File: src/rtl/seq_multiplier_if.sv
// Start/done handshake and result bus shared by the ALU and its iterative multiplier.
interface seq_multiplier_if #(
  parameter int N = 8
);
  logic         start;
  logic [N-1:0] a;
  logic [N-1:0] b;
  logic         busy;
  logic         done;
  logic [N-1:0] hi;
  logic [N-1:0] lo;
  logic [3:0]   flags;

  modport master (
    output start, a, b,
    input  busy, done, hi, lo, flags
  );

  modport slave (
    input  start, a, b,
    output busy, done, hi, lo, flags
  );
endinterface

File: src/rtl/seq_multiplier.sv
// Iterative unsigned shift-and-add multiplier: one multiplier bit per cycle, fixed N-cycle run,
// 2N-bit product {hi,lo} plus ALU-format flags {N,Z,C,V}.
module seq_multiplier #(
  parameter int N = 8
) (
  input logic              clk,
  input logic              rst_n,
  seq_multiplier_if.slave  mul_if
);

  localparam int CW = $clog2(N + 1);

  typedef enum logic [1:0] {
    IDLE = 2'd0,
    RUN  = 2'd1,
    DONE = 2'd2
  } state_t;

  state_t         state_q;
  logic [N-1:0]   mcand_q;
  logic [2*N-1:0] acc_q;
  logic [CW-1:0]  count_q;
  logic           busy_q;
  logic           done_q;
  logic [N-1:0]   hi_q;
  logic [N-1:0]   lo_q;
  logic [3:0]     flags_q;

  logic [N:0]     sum_d;
  logic [2*N-1:0] acc_d;
  logic [3:0]     flags_d;

  // The adder is N+1 bits wide so its carry lands in the accumulator MSB after the shift.
  always_comb begin
    sum_d   = {1'b0, acc_q[2*N-1:N]} + (acc_q[0] ? {1'b0, mcand_q} : {(N+1){1'b0}});
    acc_d   = {sum_d, acc_q[N-1:1]};
    flags_d = {acc_d[N-1], (acc_d == '0), (acc_d[2*N-1:N] != '0), 1'b0};
  end

  always_ff @(posedge clk or negedge rst_n) begin
    if (!rst_n) begin
      state_q <= IDLE;
      mcand_q <= '0;
      acc_q   <= '0;
      count_q <= '0;
      busy_q  <= 1'b0;
      done_q  <= 1'b0;
      hi_q    <= '0;
      lo_q    <= '0;
      flags_q <= '0;
    end else begin
      done_q <= 1'b0;
      unique case (state_q)
        IDLE, DONE: begin
          if (mul_if.start) begin
            mcand_q <= mul_if.a;
            acc_q   <= {{N{1'b0}}, mul_if.b};
            count_q <= CW'(N);
            busy_q  <= 1'b1;
            state_q <= RUN;
          end else begin
            state_q <= IDLE;
          end
        end
        RUN: begin
          acc_q   <= acc_d;
          count_q <= count_q - CW'(1);
          // Results are published only on the final step and then held until the next completion.
          if (count_q == CW'(1)) begin
            state_q <= DONE;
            busy_q  <= 1'b0;
            done_q  <= 1'b1;
            hi_q    <= acc_d[2*N-1:N];
            lo_q    <= acc_d[N-1:0];
            flags_q <= flags_d;
          end
        end
        default: state_q <= IDLE;
      endcase
    end
  end

  assign mul_if.busy  = busy_q;
  assign mul_if.done  = done_q;
  assign mul_if.hi    = hi_q;
  assign mul_if.lo    = lo_q;
  assign mul_if.flags = flags_q;

endmodule

File: src/flat_wrapper.sv
// flat-port wrapper written by rule: the top's interface ports become plain ports
module seq_multiplier_flat 
#(
  parameter int N = 8
)
  (clk, rst_n, mul_if_start, mul_if_a, mul_if_b, mul_if_busy, mul_if_done, mul_if_hi, mul_if_lo, mul_if_flags);
  seq_multiplier_if #(.N(N)) mul_if_i ();
  input logic clk;
  input logic rst_n;
  input wire logic [$bits(mul_if_i.start)-1:0] mul_if_start;
  input wire logic [$bits(mul_if_i.a)-1:0] mul_if_a;
  input wire logic [$bits(mul_if_i.b)-1:0] mul_if_b;
  output wire logic [$bits(mul_if_i.busy)-1:0] mul_if_busy;
  output wire logic [$bits(mul_if_i.done)-1:0] mul_if_done;
  output wire logic [$bits(mul_if_i.hi)-1:0] mul_if_hi;
  output wire logic [$bits(mul_if_i.lo)-1:0] mul_if_lo;
  output wire logic [$bits(mul_if_i.flags)-1:0] mul_if_flags;
  assign mul_if_i.start = mul_if_start;
  assign mul_if_i.a = mul_if_a;
  assign mul_if_i.b = mul_if_b;
  assign mul_if_busy = mul_if_i.busy;
  assign mul_if_done = mul_if_i.done;
  assign mul_if_hi = mul_if_i.hi;
  assign mul_if_lo = mul_if_i.lo;
  assign mul_if_flags = mul_if_i.flags;
  seq_multiplier #(.N(N)) u_core (.clk(clk), .rst_n(rst_n), .mul_if(mul_if_i));
endmodule
File: config.mk
export PLATFORM = sky130hd
export DESIGN_NAME = seq_multiplier_flat
export DESIGN_NICKNAME = d
export VERILOG_FILES = /design/src/rtl/seq_multiplier_if.sv /design/src/rtl/seq_multiplier.sv /design/src/flat_wrapper.sv
export SDC_FILE = /design/constraint.sdc
export NUM_CORES = 1
export LEC_CHECK = 0
export ABC_CLOCK_PERIOD_IN_PS = 3120
export CAP_MARGIN = 20
export CORE_MARGIN = 3
export CORE_UTILIZATION = 40
export DETAILED_ROUTE_END_ITERATION = 12
export PLACE_DENSITY_LB_ADDON = 0.25
export SYNTH_ARGS = -nofsm -noshare
export SYNTH_HDL_FRONTEND = slang
export SYNTH_SLANG_ARGS = --single-unit
File: constraint.sdc
create_clock -name clk -period 3.12 [get_ports clk]
set_input_delay 0.624 -clock clk [delete_from_list [all_inputs] [get_ports clk]]
set_output_delay 0.624 -clock clk [all_outputs]
set_load 0.1 [all_outputs]
==> flow_metrics.py <==
metrics = {
    "yosys": {
        "post_synth_and_or_nand_nor_area_fraction_pct": 22.48,
        "largest_family_of_logic_cells_by_synthesized_area": "simple AND/OR/NAND/NOR gates",
        "synthXorXnorAreaFrac_pct": 1.075,
        "syn-cell-area_sq_mm": 0.002444,
        "ys_seq_area_share_pct": 51.20,
        "synth_cells": 250,
        "register_bit_count_reported_by_yosys": 50,
        "syn_area_cell_sq_um": 9.774,
        "yosysUniqueCellTypes": 43,
        "yosysWarnings": 0,
        "post_synth_fa_ha_maj_area_fraction_pct": 5.940,
        "synth.area.mux_share_pct": 2.714,
        "mappedNetlistNets": 280,
        "synth_compound_area_share_pct": 13.21,
    },
    "timing": {
        "timing.slew.headroom_pct": 63.25,
        "final_hold_viol_count": 0,
        "hold_slack_ps": 237.3,
        "achievable_clock_frequency_mhz": 379.9,
        "final.period_utilization_pct": 84.36,
        "drv_slew": 0,
        "setup_total_negative_slack_ps": 0,
        "final_setup_fails": 0,
        "worst_slew_pin_slew_ps": 549.3,
        "finalCriticalPeriod_ps": 2632,
        "unrepaired_setup_endpoints_after_global_routing": "no",
        "finalClockSkew_ps": 8.024,
    },
    "critical_path": {
        "cp-start-kind": "flop",
        "crit_type": "reg -> reg",
        "timing.critical_path.slowest_stage_cell": "or4_1",
        "critical_path.cell_chain": "and2_1, ha_1, fa_1, a21oi_1, o211ai_1, xor2_1, or4_1, o22a_1",
        "critPathRequiredTime_ps": 3320,
        "timing.critical_path.max_delay_family": "simple AND/OR/NAND/NOR gates",
        "crit_path_end_kind": "flop",
        "critical_path.n_buffers_inverters": 0,
        "crit_path_max_fanout": 9,
        "critical-path-max-stage-delay_ps": 550,
        "data_arrival_time_of_the_worst_path_ps": 2830,
    },
    "clock_tree": {
        "cts_buffer_depth": 2,
        "clk_pin_slew_ps": 90,
        "tritoncts_buffer_count": 5,
        "cts_resized": 0,
        "cts_htree_levels": 2,
        "tritoncts": "yes",
        "clk-insertion-delay-late_ps": 310,
        "clkSinkCount": 50,
        "ctsHoldBuffers": 0,
        "postCtsSetupBuffers": 0,
        "clk_root_buffer_cell": "clkbuf_8",
    },
    "die": {
        "die_height_um": 84.16,
        "rows": 27,
        "core_area_sq_mm": 0.005709,
        "floorplan.io_pins": 41,
        "floorplan.die_area_sq_mm": 0.007083,
        "chipWidth_um": 84.16,
        "start_util_pct": 42.80,
    },
    "global_route": {
        "grt_max_degree": 34,
        "grt_remaining_overflow": 0,
        "vias_in_the_first_global_route": 1790,
        "grt_usage_pct": 15.57,
        "antenna_violations_before_repair": 0,
        "grt_pass1_wl_um": 8845,
    },
    "final_layout": {
        "syn2layout_area_growth_pct": 21.92,
        "commonest_non_fill_non_tap_cells_in_the_layout": "83 x nand2_1, 50 x dfrtp_1, 25 x buf_4",
        "num_antenna_cells": 0,
        "post_route_cells_drive_above_1_share_pct": 15.86,
        "num-fill-cells": 537,
        "finalNetCount": 319,
        "layout_commonest_cell": "nand2_1",
    },
    "placement": {
        "portBuffers": 39,
        "gpl.final_weighted_congestion": 0.8055,
        "dpl_wire_length_um": 3809,
    },
    "status": {
        "run_status": "finished clean",
    },
    "flow_run": {
        "cap_viol_max_count": 0,
    },
    "detailed_routing": {
        "viasPerCell": 5.144,
        "drc": 0,
        "first_iter_violations": 103,
        "ant_nets": 0,
        "total_number_of_vias": 1862,
        "routed_wirelength_um": 5220,
        "dr.pass1.iters": 4,
        "wire_per_inst_um": 14.42,
    },
    "min_path": {
        "worst_hold_path_type": "in -> async",
    },
}
[state kept, by name, indices dropped and copies added, names as in the netlist]
| register | count |
|---|---|
| u_core.acc_q | 16 |
| u_core.mul_if.flags | 3 |
| u_core.mul_if.done | 1 |
| u_core.count_q | 4 |
| u_core.mcand_q | 8 |
| u_core.mul_if.busy | 1 |
| u_core.mul_if.hi | 8 |
| u_core.mul_if.lo | 7 |
| u_core.state_q | 2 |
[final timing paths]
check                             startpoint                endpoint  slack (ps)  cells after the start
min in group clk           u_core.mcand_q[6]       u_core.mcand_q[6]         470                      2
max in group asynchronous              rst_n       u_core.mcand_q[5]        2120                      2
hold reg to reg            u_core.mcand_q[6]       u_core.mcand_q[6]         470                      2
hold / removal                         rst_n       u_core.count_q[3]         240                      1
setup / recovery             u_core.acc_q[0]  u_core.mul_if.flags[1]         490                      8
setup reg to reg             u_core.acc_q[0]  u_core.mul_if.flags[1]         490                      8
[per-layer routing]
metal,vias to the layer above,track usage [%],part of all wire [%],routed length (um)
met5,-,0,0,0
li1,923,-,-,-
met4,0,4.678,1.5,77
met3,7,4.122,5.3,278
met2,44,23.03,44,2312
met1,888,22.43,49,2551
[logic make-up after synthesis]
family	Yosys count
AO/OA/AOI/OAI	44
XOR/XNOR	3
adder cells (fa/ha/maj)	11
buffers and inverters	16
flip-flops	50
multiplexers	6
other	1
AND/OR/NAND/NOR	119
[per-stage QoR]
step	setup WS, ps	util [%]	instance area (sq um)	cells
after CTS	482.9	52.18	2979	362
after floorplan	677.5	-	2444	250
final	487.9	52.18	2979	362
after global routing	338.1	52.18	2979	362
after global placement	573.4	49.68	2836	354
after detailed placement	491.1	49.68	2836	354
[Yosys cell counts (all sizes together)]
library cell / count / area (sq um)
o2111ai: 1 / 8.760
a41oi: 1 / 8.760
o22a: 1 / 8.760
nor2b: 2 / 12.51
a21oi: 9 / 56.31
nor4: 2 / 12.51
fa: 1 / 20.02
and2b: 1 / 7.510
nand2: 84 / 322.8
nand3: 6 / 30.03
nand4b: 1 / 8.760
o31ai: 1 / 21.27
a211oi: 2 / 15.01
nor3b: 1 / 18.77
inv: 4 / 15.01
o221a: 1 / 11.26
and2: 8 / 50.05
a22o: 6 / 52.55
a22oi: 8 / 60.06
nor2: 4 / 15.01
ha: 10 / 125.1
conb: 1 / 3.750
a211o: 1 / 8.760
o211ai: 1 / 7.510
or3: 2 / 17.52
or4: 2 / 15.01
clkbuf: 7 / 26.28
buf: 4 / 33.78
mux2: 5 / 56.30
a21o: 1 / 7.510
nor3: 1 / 5.000
a31oi: 1 / 6.260
or3b: 1 / 8.760
o21ai: 10 / 50.05
xor2: 3 / 26.28
dfrtp: 50 / 1251
clkinv: 1 / 3.750
nand2b: 4 / 25.02
mux2i: 1 / 10.01
[layout make-up]
cell class | instances | area [sq um] | share of cell area, %
clock buffer | 6 | 82.58 | 2.772
clock inverter | 2 | 60.06 | 2.016
sequential | 50 | 1251 | 42.00
tap | 72 | 90.09 | 3.024
multi-input combinational | 184 | 1114 | 37.38
inverter | 5 | 18.77 | 0.6300
timing repair buffer | 43 | 362.8 | 12.18
Power is left out: the tool's default activity adds up to more than one toggle a clock period on the data nets, which glitch-free logic cannot reach.
